File: src/rtl/data_stream_arbiter.sv
`default_nettype none
// ============================================================================
// Module      : data_stream_arbiter
// Description : Round-robin burst arbiter that merges N_CH first-word-fall-
//               through word sources into one 32-bit output stream. A source
//               keeps the grant for up to MAX_BURST words. One IDLE cycle
//               separates consecutive grants. Downstream throttling
//               (FIFO_NEAR_FULL) and per-word backpressure (ARB_READY_OUT)
//               are supported.
// Revision    : 1.0 - initial release
// ----------------------------------------------------------------------------
// Optional feature macro: ARB_WORD_COUNT_EN
//    defined   -> per-source 16-bit saturating word counters on WORD_CNT,
//                 cleared by CNT_CLR (clear beats a simultaneous increment)
//    undefined -> WORD_CNT tied to 0, CNT_CLR ignored, no counter flops
// ----------------------------------------------------------------------------
// Ports
//    BUS_CLK         in   1         clock
//    BUS_RSTB        in   1         asynchronous active-low reset
//    ENABLE          in   1         arbitration enable
//    WRITE_IN        in   N_CH      per-source word-available flag (FWFT)
//    DATA_IN         in   32*N_CH   per-source word, source i at [32i+31:32i]
//    READY_OUT       out  N_CH      per-source pop strobe, one per word taken
//    ARB_WRITE_OUT   out  1         output word valid
//    ARB_DATA_OUT    out  32        output word
//    ARB_READY_OUT   in   1         downstream pop of the output word
//    FIFO_NEAR_FULL  in   1         downstream throttle, blocks loads
//    CNT_CLR         in   1         synchronous clear of word counters
//    WORD_CNT        out  16*N_CH   per-source transferred-word counters
// ============================================================================
module data_stream_arbiter #(
   parameter int N_CH      = 4,
   parameter int MAX_BURST = 16
) (
   input  logic                 BUS_CLK,
   input  logic                 BUS_RSTB,
   input  logic                 ENABLE,
   input  logic [N_CH-1:0]      WRITE_IN,
   input  logic [32*N_CH-1:0]   DATA_IN,
   output logic [N_CH-1:0]      READY_OUT,
   output logic                 ARB_WRITE_OUT,
   output logic [31:0]          ARB_DATA_OUT,
   input  logic                 ARB_READY_OUT,
   input  logic                 FIFO_NEAR_FULL,
   input  logic                 CNT_CLR,
   output logic [16*N_CH-1:0]   WORD_CNT
);

   localparam int              GW          = $clog2(N_CH);
   localparam int              BW          = 8;
   localparam logic [BW-1:0]   LAST_LOAD   = BW'(MAX_BURST - 1);
   localparam logic [GW-1:0]   LAST_SRC    = GW'(N_CH - 1);

   typedef enum logic [0:0] {
      ST_IDLE  = 1'b0,
      ST_BURST = 1'b1
   } state_e;

   state_e          state_q;
   logic [GW-1:0]   grant_q;
   logic [GW-1:0]   ptr_q;
   logic [BW-1:0]   burst_cnt_q;
   logic            out_vld_q;
   logic [31:0]     out_data_q;

   logic [GW-1:0]   w_first_req;
   logic [GW-1:0]   w_cand;
   logic [GW-1:0]   w_next_ptr;
   logic [31:0]     w_sel_data;
   logic            w_load;
   logic            w_burst_end;

   // First requesting source at or after the round-robin pointer. The loop
   // runs from the farthest candidate down so the nearest one wins.
   always_comb begin
      w_first_req = ptr_q;
      w_cand      = '0;
      for (int k = N_CH - 1; k >= 0; k--) begin
         w_cand = GW'((int'(ptr_q) + k) % N_CH);
         if (WRITE_IN[w_cand]) begin
            w_first_req = w_cand;
         end
      end
   end

   assign w_sel_data = DATA_IN[{grant_q, 5'b0} +: 32];
   assign w_next_ptr = (grant_q == LAST_SRC) ? '0 : grant_q + 1'b1;

   // A word moves only when the output stage is free or being popped in the
   // same cycle, so a full stage under backpressure never gets overwritten.
   assign w_load = (state_q == ST_BURST) && WRITE_IN[grant_q] &&
                   !FIFO_NEAR_FULL && (!out_vld_q || ARB_READY_OUT);

   // Throttling alone never ends a burst; only a dry source, the burst
   // limit or disabling does.
   assign w_burst_end = (state_q == ST_BURST) &&
                        (!ENABLE || !WRITE_IN[grant_q] ||
                         (w_load && (burst_cnt_q == LAST_LOAD)));

   assign READY_OUT     = w_load ? (N_CH'(1) << grant_q) : '0;
   assign ARB_WRITE_OUT = out_vld_q;
   assign ARB_DATA_OUT  = out_data_q;

   always_ff @(posedge BUS_CLK or negedge BUS_RSTB) begin
      if (!BUS_RSTB) begin
         state_q     <= ST_IDLE;
         grant_q     <= '0;
         ptr_q       <= '0;
         burst_cnt_q <= '0;
         out_vld_q   <= 1'b0;
         out_data_q  <= '0;
      end else begin
         // Output stage: a load at the pop edge keeps the stage valid.
         if (w_load) begin
            out_vld_q  <= 1'b1;
            out_data_q <= w_sel_data;
         end else if (ARB_READY_OUT) begin
            out_vld_q  <= 1'b0;
         end

         case (state_q)
            ST_IDLE: begin
               if (ENABLE && (|WRITE_IN)) begin
                  grant_q     <= w_first_req;
                  burst_cnt_q <= '0;
                  state_q     <= ST_BURST;
               end
            end
            ST_BURST: begin
               if (w_load) begin
                  burst_cnt_q <= burst_cnt_q + 1'b1;
               end
               if (w_burst_end) begin
                  state_q <= ST_IDLE;
                  ptr_q   <= w_next_ptr;
               end
            end
            default: begin
               state_q <= ST_IDLE;
            end
         endcase
      end
   end

`ifdef ARB_WORD_COUNT_EN
   generate
      for (genvar i = 0; i < N_CH; i++) begin : g_word_cnt
         logic [15:0] cnt_q;
         logic [15:0] cnt_d;

         always_comb begin
            cnt_d = cnt_q;
            if (CNT_CLR) begin
               cnt_d = '0;
            end else if (READY_OUT[i] && (cnt_q != 16'hFFFF)) begin
               cnt_d = cnt_q + 16'd1;
            end
         end

         always_ff @(posedge BUS_CLK or negedge BUS_RSTB) begin
            if (!BUS_RSTB) begin
               cnt_q <= '0;
            end else begin
               cnt_q <= cnt_d;
            end
         end

         assign WORD_CNT[16*i +: 16] = cnt_q;
      end
   endgenerate
`else
   assign WORD_CNT = '0;

   logic w_unused_cnt_clr;
   assign w_unused_cnt_clr = CNT_CLR;
`endif

endmodule
`default_nettype wire
File: config.mk
export PLATFORM = sky130hd
export DESIGN_NAME = data_stream_arbiter
export DESIGN_NICKNAME = d
export VERILOG_FILES = /design/src/rtl/data_stream_arbiter.sv
export SDC_FILE = /design/constraint.sdc
export NUM_CORES = 1
export LEC_CHECK = 0
export BUFFER_PORTS_ARGS = -buffer_cell sky130_fd_sc_hd__buf_2
export CAP_MARGIN = 20
export CORE_ASPECT_RATIO = 0.6
export CORE_MARGIN = 1
export CORE_UTILIZATION = 38
export CTS_BUF_LIST = sky130_fd_sc_hd__clkbuf_4
export DETAILED_ROUTE_END_ITERATION = 8
export PLACE_DENSITY = 0.83
export SLEW_MARGIN = 5
export SYNTH_ARGS = -nofsm -noshare
export SYNTH_HDL_FRONTEND = slang
export SYNTH_SLANG_ARGS = --single-unit
export TNS_END_PERCENT = 10
File: constraint.sdc
create_clock -name BUS_CLK -period 1.9 [get_ports BUS_CLK]
set_clock_uncertainty 0.15 [all_clocks]
set_input_delay 0.19 -clock BUS_CLK [delete_from_list [all_inputs] [get_ports BUS_CLK]]
set_output_delay 0.19 -clock BUS_CLK [all_outputs]
set_load 0.03 [all_outputs]
==> summary.md, run 1 <==
| Metric | Value |
|---|---|
| Vias per std cell | `4.74` |
| Largest net degree at the start of global routing | `37` |
| Layout Nets | `655` |
| Register area share after synthesis | `0.347` |
| Fin worst setup slack | `-194 ps` |
| R2R setup slack | `-60 ps` |
| RR Endpoint | `burst_cnt_q[6]$_DFFE_PN0P_` |
| Status | `finished with violations` |
| Initial Util | `0.407` |
| Later-pin clock latency in the skew report | `370 ps` |
| Placer Congestion | `0.874` |
| Worst r2r src | `burst_cnt_q[0]$_DFFE_PN0P_` |
| Final Setup Violations | `8` |
| DR WL/cell | `15.0 um` |
| Fin util | `0.528` |
| Die area | `0.00913 mm^2` |
| Critical path buffer and inverter count | `1` |
| Final wirelength | `9320 um` |
| Clock buffer depth | `2` |
| H-tree depth | `2` |
| Die height | `74.4 um` |
| Critical-path cell list | `mux4_2 -> and3_4 -> and2_4 -> buf_6` |
| Die Wd | `123 um` |
| Netlist cell types | `37` |
| Vias in the first global route | `2,891` |
| Crit-path max FO | `6` |
| Mux contribution to synthesized area | `0.234` |
| Max_cap viols | `0` |
| Slew headroom | `0.639` |
| Adder-cell share of the synthesized area | `0.0188` |
| Multi-input logic area | `0.00183 mm^2` |
| Seq cells post-synth | `46` |
| Hold wc startpoint | `ARB_READY_OUT` |
| First-pass GRT wire length | `13,700 um` |
| Reg area | `0.00115 mm^2` |
| Syn Std Cell Area | `0.00332 mm^2` |
| VDD IR max | `0.000626 V` |
| Hpwl dp | `7500 um` |
| YS warnings | `0` |
| RSZ-0062 raised after global routing | `true` |
| Number of DRC markers in iteration 0 | `130` |
| CTS Root Cell | `clkbuf_4` |
| Post-Syn Instances | `331` |
| Ys async rst share | `1.00` |
| Diode count | `0` |
| Post-route DRC | `0` |
| Fillcell total | `737` |
| Worst Tran Pin Value | `541 ps` |
| GRT Util Overall | `0.200` |
| CP max stage cell | `mux4_2` |
| Via count | `2,941` |
| Post-Syn Area per Cell | `10.0 um^2` |
| Post-route ant nets | `0` |
| Placed instance area | `0.00415 mm^2` |
| Data arrival, critical path | `1750 ps` |
| IO Port Bufs | `173` |
| PwrDens | `1280 mW/mm^2` |
| Violations in the final reports | `setup timing` |
| Post-synth EDFFs | `0` |
| Tmin final | `2090 ps` |
| Combinational family with the most area after synthesis | `multiplexers` |
| Max Clk Rate | `478 MHz` |
| Hold path cells | `3` |
| # IOs | `239` |
| Clk sinks | `46` |
| R2R cell count | `5` |
| Hold Path End | `ARB_WRITE_OUT$_DFFE_PN0P_` |
| Tightest Hold Check Type | `input pin to flop` |
| Final instance area | `0.00431 mm^2` |
| Post-synthesis compound-gate area fraction | `0.0508` |
| Leakage | `2.34 nW` |
| Main synth FF type | `dfrtp_1` |
| Share of cells above drive strength 1 | `0.474` |
| Initial antenna violation count | `0` |
| Clock transition at path regs | `130 ps` |
| Simple-gate share of the synthesized area | `0.167` |
| CP Launch Type | `flop` |
| CTS tree | `yes` |
| Critical Path Max Stage Delay | `530 ps` |
| Endpoints failing hold | `0` |
| FP Rows | `25` |
| WP data required | `1560 ps` |
| Max-slew violations | `0` |
| Family with the most delay on the worst path | `multiplexers` |
| Layout Area Growth over Synthesis | `29.7%` |
| Total CTS buffers | `5` |
| Synth Area in XOR/XNOR | `0` |
| Crit end category | `output pin` |
| Core ar. | `0.00816 mm^2` |
| Remaining Overflow, GRT | `0` |
| Crit path kind | `flop to output pin` |
| Final Cycle Share | `1.10` |
| Number of iterations in the first detailed-routing pass | `5` |
what timing repair did:
action                                  CTS  global route
buffers inserted                          3             0
gates resized for setup                  11             2
endpoints found under the setup margin    7            21
hold endpoints to repair                 21             0
hold buffers                              2             0
pin swaps                                 1             0
power by group:
group,internal [mW],switching (mW)
Sequential,1.36,0.239
Combinational,1.36,1.94
Clock,0.308,0.325
sequential cells by signal, indices dropped and copies added, names as in the netlist:
name / cells
ARB_DATA_OUT: 32
burst_cnt_q: 8
grant_q: 2
ptr_q: 2
ARB_WRITE_OUT: 1
state_q: 1
worst max-delay path by stage:
stage,startpoint,to,slack (ps),depth (start not counted)
after global placement,grant_q[1]$_DFFE_PN0P_,READY_OUT[0],50,4
after floorplan,grant_q[1]$_DFFE_PN0P_,READY_OUT[0],-5,5
final,grant_q[1]$_DFFE_PN0P_,READY_OUT[1],-190,4
after global routing,grant_q[1]$_DFFE_PN0P_,READY_OUT[1],-280,4
after detailed placement,burst_cnt_q[0]$_DFFE_PN0P_,burst_cnt_q[6]$_DFFE_PN0P_,-20,5
after CTS,grant_q[1]$_DFFE_PN0P_,READY_OUT[0],-220,4
layout by cell type, fill, tap and decap left out, types with 3 or more instances in the layout:
master    synthesis  layout
a21oi_1           5       5
and2_4            0       4
buf_12            0       3
buf_2             9     169
buf_4            64      11
buf_6             3       6
clkbuf_4          0       7
conb_1            1      64
dfrtp_1          46      44
ha_1              5       5
inv_1             7       7
mux4_2           33      33
nand2_1         106     106
nand3_1           6       6
o21ai_0           3       3
o31ai_1           3       3
or4_1             3       3
cell families after synthesis:
family                     after synthesis
AOI/OAI and AO/OA                       24
adders and majority gates                5
buffers and inverters                   88
DFF                                     46
muxes                                   36
other                                    1
and+or+nand+nor                        131
metal layers:
metal,track usage,wire length [um]
met1,0.263,3950
met2,0.333,4600
met3,0.0521,707
met4,0.0461,68
met5,0,0
stage by stage:
step	hold WS [ps]	setup TNS, ps	worst slack [ps]	power (mW)	cells
floorplan	-256	-25.6	-5.31	4.07	394
global placement	39.5	0	52.0	4.76	608
detailed placement	50.6	-15.5	-15.5	4.88	608
CTS	16.9	-1020	-216	5.57	621
global route	40.5	-1650	-282	5.95	621
finish	54.9	-911	-194	5.54	621
synthesized netlist by cell type (all sizes together), types with 2 or more instances:
master	instances	area, um^2
o22ai	2	12.5
nand3	7	40.0
dfrtp	46	1150
a21oi	5	25.0
o21ai	3	15.0
and2	5	31.3
or4	3	22.5
nor2	2	7.51
o41ai	2	17.5
ha	5	62.6
mux4	33	743
nand2b	3	18.8
nand2	106	398
buf	76	559
o31ai	3	22.5
o211ai	2	15.0
inv	8	30.0
mux2	2	22.5
clkbuf	4	15.0
worst reg2reg max path, stage by stage, from the launching register on:
cell	delay [ps]
dfrtp_1	430
ha_1	190
and2_1	130
nand4_1	280
or4_1	560
a21oi_1	150
layout make-up:
cell class,instances,area share
clock buffer,7,0.0122
inverter,8,0.00697
clock inverter,1,0.00697
tap,108,0.0314
timing repair buffer,191,0.250
multi-input combinational,260,0.425
sequential,46,0.268
Power figures use the tool's default switching activity.
==> inputs of run 2 (changes only) <==
--- a/config.mk
+++ b/config.mk
@@ -5,14 +5,15 @@
 export SDC_FILE = /design/constraint.sdc
 export NUM_CORES = 1
 export LEC_CHECK = 0
+export ABC_AREA = 1
 export BUFFER_PORTS_ARGS = -buffer_cell sky130_fd_sc_hd__buf_2
 export CAP_MARGIN = 20
 export CORE_ASPECT_RATIO = 0.6
 export CORE_MARGIN = 1
-export CORE_UTILIZATION = 38
+export CORE_UTILIZATION = 40
 export CTS_BUF_LIST = sky130_fd_sc_hd__clkbuf_4
 export DETAILED_ROUTE_END_ITERATION = 8
-export PLACE_DENSITY = 0.83
+export PLACE_DENSITY = 0.84
 export SLEW_MARGIN = 5
 export SYNTH_ARGS = -nofsm -noshare
 export SYNTH_HDL_FRONTEND = slang
==> run 2 against run 1 <==
Effect of this change:
- the run still ends with setup timing left
- highest routed layer unchanged
- sequential power rose by 2%
- clock-buffer cell count shrank 2
- total power increased by 22%
- largest cell class unchanged
- synthesized cell count up 66%
==> summary.md, run 2 <==
| Metric | Value |
|---|---|
| Clock transition at path regs | `150 ps` |
| Crit path kind | `flop to output pin` |
| M1 WL | `5440 um` |
| Cell with the most instances after synthesis | `nand2_1` |
| Number of iterations in the first detailed-routing pass | `4` |
| Die height | `75.6 um` |
| Highest routed layer | `met4` |
| WP data required | `1560 ps` |
| Final wirelength | `11,900 um` |
| CP Launch Type | `flop` |
| Die area | `0.00942 mm^2` |
| Overall Power | `6.73 mW` |
| Met2 wire length | `5450 um` |
| Status | `finished with violations` |
| Later-pin clock latency in the skew report | `380 ps` |
| PwrDens | `1420 mW/mm^2` |
| Main synth FF type | `dfrtp_1` |
| FP Rows | `26` |
| Synth top area cells | `dfrtp_1 32%, nand2_1 16%, buf_4 14%` |
| Via count | `4,123` |
| Crit-path max FO | `6` |
| CTS Root Cell | `clkbuf_4` |
| Reg power frac | `0.244` |
| Post-route ant nets | `0` |
| YS warnings | `0` |
| VDD IR max | `0.000583 V` |
| Switch Pwr | `3.63 mW` |
| Syn Std Cell Area | `0.00361 mm^2` |
| Tmin final | `2000 ps` |
| Final Setup Violations | `4` |
| IO Port Bufs | `173` |
| Clock buffer depth | `2` |
| Vias in the first global route | `3,421` |
| Layout Nets | `876` |
| Initial antenna violation count | `0` |
| Max Clk Rate | `499 MHz` |
| Sw Share | `0.539` |
| Top cell type by total area after synthesis | `dfrtp_1` |
| Data arrival, critical path | `1660 ps` |
| GRT Util Overall | `0.238` |
| Crit end category | `output pin` |
| Post-route DRC | `0` |
| Placer Congestion | `0.822` |
| H-tree depth | `2` |
| Remaining Overflow, GRT | `0` |
| Vias per std cell | `4.87` |
| Max-slew violations | `0` |
| Post-synth EDFFs | `0` |
| CTS tree | `yes` |
| Final Cycle Share | `1.05` |
| Netlist cell types | `23` |
| Endpoints failing hold | `0` |
| Seq cells post-synth | `46` |
| Initial Util | `0.419` |
| Share of cells above drive strength 1 | `0.312` |
| Core ar. | `0.00862 mm^2` |
| Post-Syn Area per Cell | `6.59 um^2` |
| Flip-flop count of the largest register after layout | `32` |
| Internal power | `3.10 mW` |
| Total CTS buffers | `5` |
| First-pass GRT wire length | `17,300 um` |
| Share of the synthesized area in the top cell type | `0.319` |
| DR WL/cell | `14.0 um` |
| Hpwl dp | `8120 um` |
| Post-Syn Instances | `548` |
| Violations in the final reports | `setup timing` |
| Leakage | `2.67 nW` |
| Ys async rst share | `1.00` |
| # IOs | `239` |
| Commonest non-fill, non-tap cell in the layout | `buf_2` |
| Number of DRC markers in iteration 0 | `294` |
| Clk sinks | `46` |
| Max_cap viols | `0` |
| Top cells by count, synth | `157 x nand2_1, 78 x nor2_1, 68 x buf_4, 67 x o21ai_0, 46 x dfrtp_1` |
| Diode count | `0` |
| Layout Area Growth over Synthesis | `31.3%` |
| Comb power frac | `0.683` |
| RSZ-0062 raised after global routing | `true` |
| Fin worst setup slack | `-104 ps` |
| Routed length on met3 | `878 um` |
| Largest net degree at the start of global routing | `33` |
| Register area share after synthesis | `0.319` |
| Setup slack at placement | `88.4 ps` |
| Die Wd | `125 um` |
| Most frequent cells in the layout | `169 x buf_2, 151 x nand2_1, 74 x nor2_1, 67 x o21ai_0, 64 x conb_1` |
| Power share of the clock group | `0.073` |
| Tightest Hold Check Type | `input pin to flop` |
run 2: cell types whose count changed in the layout (fill, tap and decap cells not counted), moves of 6 or more:
cell | before | now
buf_4 | 11 | 19
dlygate4sd3_1 | 2 | 8
inv_1 | 7 | 26
mux4_2 | 33 | 0
nand2_1 | 106 | 151
nand2_2 | 0 | 6
nand3_1 | 6 | 15
nor2_1 | 2 | 74
o21ai_0 | 3 | 67
o21ai_1 | 0 | 6
o22ai_1 | 2 | 32
run 2: repair_timing:
action                     4_1_cts  5_1_grt
buffers inserted                 7        3
hold buffers                     7        1
gates cloned                     1        1
pin swaps                        2        4
hold endpoints to repair        52        1
setup endpoints to repair        4        9
gates resized for setup         10       21
run 2: layout make-up:
cell class	instances	area (um^2)
timing repair buffer	208	1260
inverter	30	118
sequential	46	1150
clock inverter	3	21.3
clock buffer	5	37.5
tap	112	140
fill	827	3880
multi-input combinational	442	2000
run 2: routing by layer:
metal  track usage  up-vias
met5             0        -
met4        0.0495        0
met3        0.0541       15
met2         0.387      185
met1         0.328     1912
li1              -     2011
run 2: power groups by stage:
| stage | logic (mW) | clock network (mW) | registers (mW) |
|---|---|---|---|
| finish | 4.60 | 0.494 | 1.64 |
| global route | 5.05 | 0.562 | 1.69 |
| CTS | 4.32 | 0.510 | 1.62 |
| detailed placement | 4.04 | 0 | 1.64 |
| global placement | 4.01 | 0 | 1.63 |
| floorplan | 2.40 | 0 | 2.21 |
run 2: per-stage QoR:
stage               utilization  cell area (um^2)  setup TNS, ps  std cells  hold WS, ps
detailed placement        0.507              4370              0        818        -19.2
global route              0.550              4740           -676        846         3.76
global placement          0.507              4370              0        818        -20.3
CTS                       0.535              4610           -172        841        0.221
floorplan                     -              3850              0        611         -256
finish                    0.550              4740           -370        846         17.7
run 2: critical path: stages (launching register included):
cell	delay, ps
dfrtp_2	470
buf_6	140
nand2_2	50
nand3_2	60
nand2_2	70
inv_2	80
nand3_4	150
nor2_4	140
buf_6	140
run 2: kinds of logic after synthesis:
logic type      count (synthesis)  synth area share
xor+xnor                        3           0.00728
buf+inv                       123             0.207
simple gates                  263             0.289
flops                          46             0.319
other cells                     1           0.00104
fa+ha+maj                       5            0.0173
compound gates                107             0.160
run 2: path summary, 6_finish.rpt:
path / slack, ps / from / endpoint / depth (start not counted)
setup / recovery: -100 / grant_q[0]$_DFFE_PN0P_ / READY_OUT[3] / 8
hold / removal: 20 / DATA_IN[2] / ARB_DATA_OUT[2]$_DFFE_PN0P_ / 5
setup reg to reg: 50 / grant_q[0]$_DFFE_PN0P_ / burst_cnt_q[7]$_DFFE_PN0P_ / 10
hold reg to reg: 340 / ARB_DATA_OUT[27]$_DFFE_PN0P_ / ARB_DATA_OUT[27]$_DFFE_PN0P_ / 2
max in group asynchronous: 970 / BUS_RSTB / state_q$_DFF_PN0_ / 3
min in group asynchronous: 90 / BUS_RSTB / ARB_DATA_OUT[28]$_DFFE_PN0P_ / 2
==> inputs of run 3 (changes only) <==
--- a/config.mk
+++ b/config.mk
@@ -14,8 +14,9 @@
 export CTS_BUF_LIST = sky130_fd_sc_hd__clkbuf_4
 export DETAILED_ROUTE_END_ITERATION = 8
 export PLACE_DENSITY = 0.84
+export RECOVER_POWER = 100
 export SLEW_MARGIN = 5
 export SYNTH_ARGS = -nofsm -noshare
 export SYNTH_HDL_FRONTEND = slang
 export SYNTH_SLANG_ARGS = --single-unit
-export TNS_END_PERCENT = 10
+export TNS_END_PERCENT = 50
==> run 3 against run 2 <==
Effect of this change:
- the flow still finishes with violations (setup timing)
- design area is 1.2% lower
- final cell count unchanged
- combinational power shrank 2%
- clock power hardly changed
- die area unchanged
- sequential share of layout area is 0.29 points higher
- register-to-register slack is essentially flat
==> summary.md, run 3 (synthesis results as in run 2) <==
| Metric | Value |
|---|---|
| Crit end category | `output pin` |
| Data arrival, critical path | `1660 ps` |
| Share of cells above drive strength 1 | `0.266` |
| Max_cap viols | `0` |
| Hold wc startpoint | `DATA_IN[2]` |
| Setup slack at placement | `88.4 ps` |
| Most frequent cells in the layout | `151 x nand2_1, 135 x buf_2, 74 x nor2_1, 67 x o21ai_0, 64 x conb_1` |
| Number of DRC markers in iteration 0 | `238` |
| Number of iterations in the first detailed-routing pass | `4` |
| Clock buffer depth | `2` |
| Multi-input logic area | `0.00200 mm^2` |
| Die area | `0.00942 mm^2` |
| FP Rows | `26` |
| Die Wd | `125 um` |
| Vias in the first global route | `3,421` |
| Final wirelength | `11,900 um` |
| Post-route DRC | `0` |
| CP Launch Type | `flop` |
| First-pass GRT wire length | `17,300 um` |
| CP startpoint | `grant_q[0]$_DFFE_PN0P_` |
| Fillcell total | `844` |
| Endpoints failing hold | `0` |
| Via count | `4,109` |
| Fin worst setup slack | `-101 ps` |
| Diode count | `0` |
| CTS Root Cell | `clkbuf_4` |
| Critical-path cell list | `buf_6 -> nand2_2 -> nand3_2 -> nand2_2 -> inv_2 -> nand3_4 -> nor2_4 -> buf_6` |
| Reg power frac | `0.248` |
| Family with the most delay on the worst path | `flip-flops` |
| Clock transition at path regs | `150 ps` |
| Final instance area | `0.00468 mm^2` |
| # IOs | `239` |
| Status | `finished with violations` |
| Layout Nets | `876` |
| Slew headroom | `0.434` |
| Post-route ant nets | `0` |
| Tmin final | `2000 ps` |
| Leakage | `2.55 nW` |
| Comb power frac | `0.678` |
| Max-slew violations | `0` |
| Final Setup Violations | `4` |
| Die height | `75.6 um` |
| Largest net degree at the start of global routing | `33` |
| Max Clk Rate | `500 MHz` |
| DR WL/cell | `14.0 um` |
| Commonest non-fill, non-tap cell in the layout | `nand2_1` |
| Worst Tran Pin Value | `849 ps` |
| Placer Congestion | `0.822` |
| Reg area | `0.00115 mm^2` |
| Final Cycle Share | `1.05` |
| CTS tree | `yes` |
| Fin util | `0.543` |
| Sw Share | `0.548` |
| CP max stage cell | `dfrtp_2` |
| Internal power | `3.01 mW` |
| Placed instance area | `0.00437 mm^2` |
| Critical Path Max Stage Delay | `470 ps` |
| WP data required | `1560 ps` |
| Clk sinks | `46` |
| Layout Area Growth over Synthesis | `29.8%` |
| Switch Pwr | `3.64 mW` |
| Core ar. | `0.00862 mm^2` |
| PwrDens | `1420 mW/mm^2` |
| Crit-path max FO | `6` |
| Remaining Overflow, GRT | `0` |
| Later-pin clock latency in the skew report | `370 ps` |
| Initial antenna violation count | `0` |
| Crit path kind | `flop to output pin` |
| Worst r2r src | `grant_q[0]$_DFFE_PN0P_` |
| Critical path buffer and inverter count | `3` |
| Tightest Hold Check Type | `input pin to flop` |
| Power share of the clock group | `0.074` |
| Setup_tns | `-365 ps` |
| RSZ-0062 raised after global routing | `true` |
| Violations in the final reports | `setup timing` |
| Hpwl dp | `8120 um` |
| Flip-flop count of the largest register after layout | `32` |
| H-tree depth | `2` |
| IO Port Bufs | `173` |
| GRT Util Overall | `0.238` |
| Hold_ws | `19.7 ps` |
| Total CTS buffers | `5` |
| Initial Util | `0.419` |
| VDD IR max | `0.000586 V` |
| Vias per std cell | `4.86` |
## run 3: cell types whose count changed in the layout (fill, tap and decap cells not counted)
cell	change
buf_12	-1
clkbuf_1	+34
clkbuf_4	+1
buf_2	-34
## run 3: layer usage
metal,GRT usage,part of all wire
met5,0,0
met4,0.0495,0.012
met3,0.0541,0.077
met2,0.387,0.45
met1,0.328,0.46
## run 3: power by group through the flow
stage	clock network (mW)	logic (mW)	registers, mW
global placement	0	4.01	1.63
floorplan	0	2.40	2.21
global route	0.562	4.96	1.70
CTS	0.510	4.32	1.62
detailed placement	0	4.04	1.64
finish	0.493	4.51	1.65
## run 3: path summary, 6_finish.rpt
path,end,slack (ps),cells after the start
setup reg to reg,burst_cnt_q[7]$_DFFE_PN0P_,50,10
setup / recovery,READY_OUT[3],-100,8
max in group asynchronous,state_q$_DFF_PN0_,250,3
min in group asynchronous,ARB_DATA_OUT[28]$_DFFE_PN0P_,260,2
hold / removal,ARB_DATA_OUT[2]$_DFFE_PN0P_,20,5
hold reg to reg,ARB_DATA_OUT[27]$_DFFE_PN0P_,350,2
## run 3: layout make-up
type / count / share of cell area
clock inverters: 3 / 0.00454
clock buffers: 5 / 0.00801
inverters: 30 / 0.0251
multi-input cells: 442 / 0.428
well taps: 112 / 0.0299
repair buffers: 208 / 0.258
flip-flops and latches: 46 / 0.247
## run 3: what timing repair did
action	in CTS	in global routing
hold buffers	7	1
gates resized for setup	10	21
pin swaps	2	4
cloned	1	1
setup endpoints to repair	4	9
buffers inserted	7	3
hold endpoints to repair	52	1
## run 3: per-stage QoR
step	total power, mW	instances
2_1_floorplan	4.61	611
3_3_place_gp	5.64	818
3_5_place_dp	5.68	818
4_1_cts	6.46	841
5_1_grt	7.22	846
6_report	6.65	846
## run 3: worst reg2reg max path, cell delays in order, from the launching register on
cell and delay [ps]:
dfrtp_2 470, buf_6 140, nand2_2 50, nand3_2 60
nand2_2 70, inv_2 80, nand3_4 160, buf_4 210
nand2_2 200, nand4_1 120, o21ai_1 90
